===== src/rtl/pipe_hazard_unit.sv =====
// Hazard/forwarding controller: shadow EXE/MEM writer records, operand forwarding selects,
// load-use and multi-cycle multiply stalls. Define HAZ_FWD_EN to enable forwarding.
module pipe_hazard_unit #(
  parameter int unsigned AW      = 5,
  parameter int unsigned MUL_LAT = 3
) (
  input  logic          clock,
  input  logic          resetn,
  input  logic          id_valid,
  input  logic [AW-1:0] id_rs,
  input  logic [AW-1:0] id_rt,
  input  logic          id_use_rs,
  input  logic          id_use_rt,
  input  logic          id_wreg,
  input  logic [AW-1:0] id_dst,
  input  logic          id_load,
  input  logic          id_mul,
  output logic          stall,
  output logic [1:0]    fwd_a,
  output logic [1:0]    fwd_b,
  output logic          mul_busy
);

  localparam int unsigned MW = ($clog2(MUL_LAT) < 1) ? 1 : $clog2(MUL_LAT);

  typedef struct packed {
    logic          v;
    logic          w;
    logic [AW-1:0] dst;
    logic          ld;
  } rec_t;

  rec_t          e_q, e_d, m_q, m_d;
  logic [MW-1:0] mcnt_q, mcnt_d;
  logic          use_a, use_b;
  logic          e_a, m_a, e_b, m_b;
  logic          hazard;

  function automatic logic hit(input rec_t r, input logic [AW-1:0] a);
    return r.v & r.w & (r.dst == a) & (a != '0);
  endfunction

  always_comb begin
    use_a = id_valid & id_use_rs;
    use_b = id_valid & id_use_rt;
    e_a   = use_a & hit(e_q, id_rs);
    m_a   = use_a & hit(m_q, id_rs);
    e_b   = use_b & hit(e_q, id_rt);
    m_b   = use_b & hit(m_q, id_rt);
`ifdef HAZ_FWD_EN
    // Only a load still in EXE cannot be forwarded; everything else is bypassed.
    hazard = (e_a | e_b) & e_q.ld;
    fwd_a  = (e_a & ~e_q.ld) ? 2'b01 : (m_a ? (m_q.ld ? 2'b11 : 2'b10) : 2'b00);
    fwd_b  = (e_b & ~e_q.ld) ? 2'b01 : (m_b ? (m_q.ld ? 2'b11 : 2'b10) : 2'b00);
`else
    hazard = e_a | m_a | e_b | m_b;
    fwd_a  = 2'b00;
    fwd_b  = 2'b00;
`endif
    mul_busy = (mcnt_q != '0);
    stall    = mul_busy | hazard;
  end

  always_comb begin
    e_d    = e_q;
    m_d    = m_q;
    mcnt_d = mcnt_q;
    if (mul_busy) begin
      m_d    = '0;
      mcnt_d = mcnt_q - MW'(1);
    end else if (hazard) begin
      m_d = e_q;
      e_d = '0;
    end else begin
      m_d = e_q;
      e_d = '{v: id_valid, w: id_wreg, dst: id_dst, ld: id_load};
      if (id_valid && id_mul && (MUL_LAT > 1))
        mcnt_d = MW'(MUL_LAT - 1);
    end
  end

  always_ff @(posedge clock or negedge resetn) begin
    if (!resetn) begin
      e_q    <= '0;
      m_q    <= '0;
      mcnt_q <= '0;
    end else begin
      e_q    <= e_d;
      m_q    <= m_d;
      mcnt_q <= mcnt_d;
    end
  end

endmodule


===== config.mk =====
export PLATFORM = sky130hd
export DESIGN_NAME = pipe_hazard_unit
export DESIGN_NICKNAME = d
export VERILOG_FILES = /design/src/rtl/pipe_hazard_unit.sv
export SDC_FILE = /design/constraint.sdc
export NUM_CORES = 1
export LEC_CHECK = 0
export BUFFER_PORTS_ARGS = -buffer_cell sky130_fd_sc_hd__buf_2
export CAP_MARGIN = 10
export CORE_MARGIN = 2
export CORE_UTILIZATION = 44
export CTS_CLUSTER_SIZE = 28
export DETAILED_ROUTE_END_ITERATION = 16
export PLACE_DENSITY = 0.78
export SETUP_SLACK_MARGIN = 0.02
export SLEW_MARGIN = 30
export SYNTH_ARGS = -nofsm -noshare
export SYNTH_HDL_FRONTEND = slang
export SYNTH_SLANG_ARGS = --single-unit

===== constraint.sdc =====
create_clock -name clock -period 1.7 [get_ports clock]
set_input_delay 0.34 -clock clock [delete_from_list [all_inputs] [get_ports clock]]
set_output_delay 0.34 -clock clock [all_outputs]
set_load 0.03 [all_outputs]

==> flow_summary.yaml <==
cells_and_area:
  drive_above_1_share_pct: 50.8
  fin_area_um2: 1420
  fin_cells: 157
  final_util_pct: 72.1
  antennaDiodeCount: 0
  final_nets: 157
  synthToLayoutAreaGrowth_pct: 54.3
flow_run:
  drv_cap: 0
power:
  intPower_mw: 1.46
  pwr-share-clk_pct: 8.2
  p_seq_share_pct: 31.3
  p_per_area_nw_per_um2: 1680
  power.total_mw: 2.38
  p_sw_share_pct: 38.5
  combinationalPowerShare_pct: 60.4
  leakage_nw: 0.643
  ir_drop_mv: 1.10
  p_sw_mw: 0.919
critical_path:
  worst_path_max_delay_cell: "dfrtp_1"
  path_cells: "xnor2_1 > nand4_1 > o22ai_1 > o211ai_1 > o211ai_2 > buf_6"
  max_stage_delay_ns: 0.44
  setup.worst_path.end_class: "output pin"
  cp_max_fo: 3
  crit_required_ns: 1.36
  crit_type: "reg -> out"
  cp.arrival_ns: 1.75
  startpoint_type: "register"
sta:
  finalCritPeriodShare_pct: 123
  fmax_ghz: 0.480
  drv_slew: 0
  fin_crit_ns: 2.09
  rsz0062_at_grt: "true"
  fin_ws_ns: -0.385
  final.setup.tns_ns: -1.05
  clock_skew_ns: 0.00848
  finalSetupViolCount: 10
  hold_viol_final: 0
synthesis:
  ys_warn_count: 0
  synth_top_family_by_area: "XOR/XNOR gates"
  synth_cell_types: 21
  synthMuxAreaShare_pct: 2.73
  yosysSeqAreaShare_pct: 43.7
  ys_ff_latch: 16
  synthTopCellsByArea: "dfrtp_1 44%, xnor2_1 19%, o2bb2ai_1 5.7%, and2_1 4.1%, inv_1 4.1%"
  synthTopCellsByCount: "20 x xnor2_1, 16 x dfrtp_1, 10 x inv_1"
  dominantRegCellSynth: "dfrtp_1"
  synth_top_area_share_pct: 43.7
  synthArstFlopShare_pct: 100
  syn_inst: 87
  synth_adder_area_share_pct: 2.73
  synth.avg_cell_area_um2: 10.5
  synth-simple-area-share_pct: 11.1
  syn_area_um2: 917
  synth_most_common_cell: "xnor2_1"
  yosysTopAreaCell: "dfrtp_1"
  synth-edff-count: 0
  synth-xor-area-share_pct: 19.1
  synth_compound_area_share_pct: 12.1
cts:
  cts_root_buffer: "clkbuf_4"
  clk_pin_slew_ns: 0.09
  tritoncts: "built"
  clkSinkCount: 16
  numCtsBuffers: 3
  insertion_delay_ns: 0.29
  cts_buffer_depth: 2
  htree_num_levels: 1
floorplanning:
  ios: 29
  rows: 16
  dieArea_um2: 2470
  core-area_um2: 1960
  die_x_um: 49.7
  initial_core_util_pct: 46.7
  die_y_um: 49.7
worst_hold_path:
  hp-class: "in -> reg"
global_routing:
  antenna_found_initial: 0
  grt_pass1_wl_mm: 3.58
  grt_max_degree: 17
  grt_pass1_vias: 810
  grt_overflow: 0
  grt_usage_pct: 19.6
outcome:
  violations: "setup timing"
  outcome: "finished, violations left"
routing:
  wl_per_cell_um: 15.6
  dr_total_vias: 793
  drtIter0Drc: 9
  dr.pass1.iters: 4
  drcViolationCount: 0
  avgViaCountPerCell: 5.05
  wirelength_mm: 2.45
  antenna_left: 0
placed_design:
  hpwl_mm: 1.62
  placed_area_um2: 1140
  place_congestion: 0.866
  io_buffer_count: 23
  dp_cells: 147
==> worst paths after layout <==
check	startpoint	slack, ns	to	cells past startpoint
setup reg to reg	e_q[5]$_DFFE_PN0N_	-0.21	mcnt_q[0]$_DFFE_PN0P_	7
setup / recovery	e_q[5]$_DFFE_PN0N_	-0.39	stall	6
max in group asynchronous	resetn	0.92	e_q[4]$_DFFE_PN0N_	2
hold / removal	id_wreg	0.30	e_q[6]$_DFFE_PN0N_	3
hold reg to reg	mcnt_q[0]$_DFFE_PN0P_	0.54	mcnt_q[0]$_DFFE_PN0P_	1
min in group asynchronous	resetn	0.49	m_q[2]$_DFF_PN0_	2
==> final cells by class <==
| type | instances | area (µm²) |
|---|---|---|
| Inverter | 11 | 46.3 |
| Clock buffer | 3 | 22.5 |
| Timing Repair Buffer | 42 | 283 |
| Tap cell | 27 | 33.8 |
| Sequential cell | 16 | 403 |
| Fill cell | 150 | 547 |
| Multi-Input combinational cell | 58 | 627 |
==> through the flow <==
step / hold slack, ns / worst slack [ns]
final: 0.301 / -0.385
after global routing: 0.313 / -0.473
after CTS: 0.280 / -0.376
after detailed placement: 0.265 / -0.245
after global placement: 0.263 / -0.237
after floorplan: 0.0444 / -0.0483
==> routing by layer <==
| metal | vias to the layer above | track usage, % | part of all wire [%] |
|---|---|---|---|
| li1 | 377 | - | - |
| met1 | 392 | 23.7 | 41 |
| met2 | 21 | 35.8 | 54 |
| met3 | 3 | 2.12 | 3.5 |
| met4 | 0 | 6.94 | 1.2 |
| met5 | - | 0 | 0 |
==> cell usage in the layout, fill, tap and decap left out, drive strengths merged <==
cell type and count:
ha 2, nand4 4, nor2 1, xnor2 20, o22ai 3, mux2 1
dfrtp 16, conb 4, buf 41, a41o 1, o2bb2ai 6, o211ai 2
and2 6, clkbuf 3, mux2i 1, o2111ai 1, or4 2, clkinv 1
dlygate4sd3 1, nand3 4, inv 10
==> sequential cells by signal (all words and copies together), names as in the netlist <==
| register | flops |
|---|---|
| e_q | 7 |
| m_q | 7 |
| mcnt_q | 2 |
==> power groups by stage <==
stage          sequential (mW)  combinational (mW)  clock, mW
2_1_floorplan            0.685               0.606          0
3_3_place_gp             0.708               0.901          0
3_5_place_dp             0.720               0.935          0
4_1_cts                  0.714                1.04      0.195
5_1_grt                  0.767                1.54      0.213
6_report                 0.747                1.44      0.196
==> critical path, delay by kind of cell, from the launching register on <==
| kind | cells | cell delay (ns) |
|---|---|---|
| AOI/OAI and AO/OA | 3 | 0.57 |
| buffers and inverters | 1 | 0.16 |
| and+or+nand+nor | 1 | 0.11 |
| xor gates and xnor gates | 1 | 0.17 |
| DFF | 1 | 0.44 |
==> repair_timing <==
item | 4_1_cts | 5_1_grt
hold buffers | 1 | 0
hold endpoints to repair | 16 | 0
resized for setup | 8 | 22
endpoints found under the setup margin | 4 | 11
setup buffers | 3 | 5
pin swaps | 9 | 15
==> kinds of logic (layout without fill, tap and decap cells) <==
logic type                 Yosys count  in the layout
AOI/OAI and AO/OA                   13             13
buffers and inverters               16             56
muxes                                2              2
DFF                                 16             16
adders and majority gates            2              2
other                                1              4
xor gates and xnor gates            20             20
and+or+nand+nor                     17             17
No activity file was read; power rests on OpenSTA's default activity.
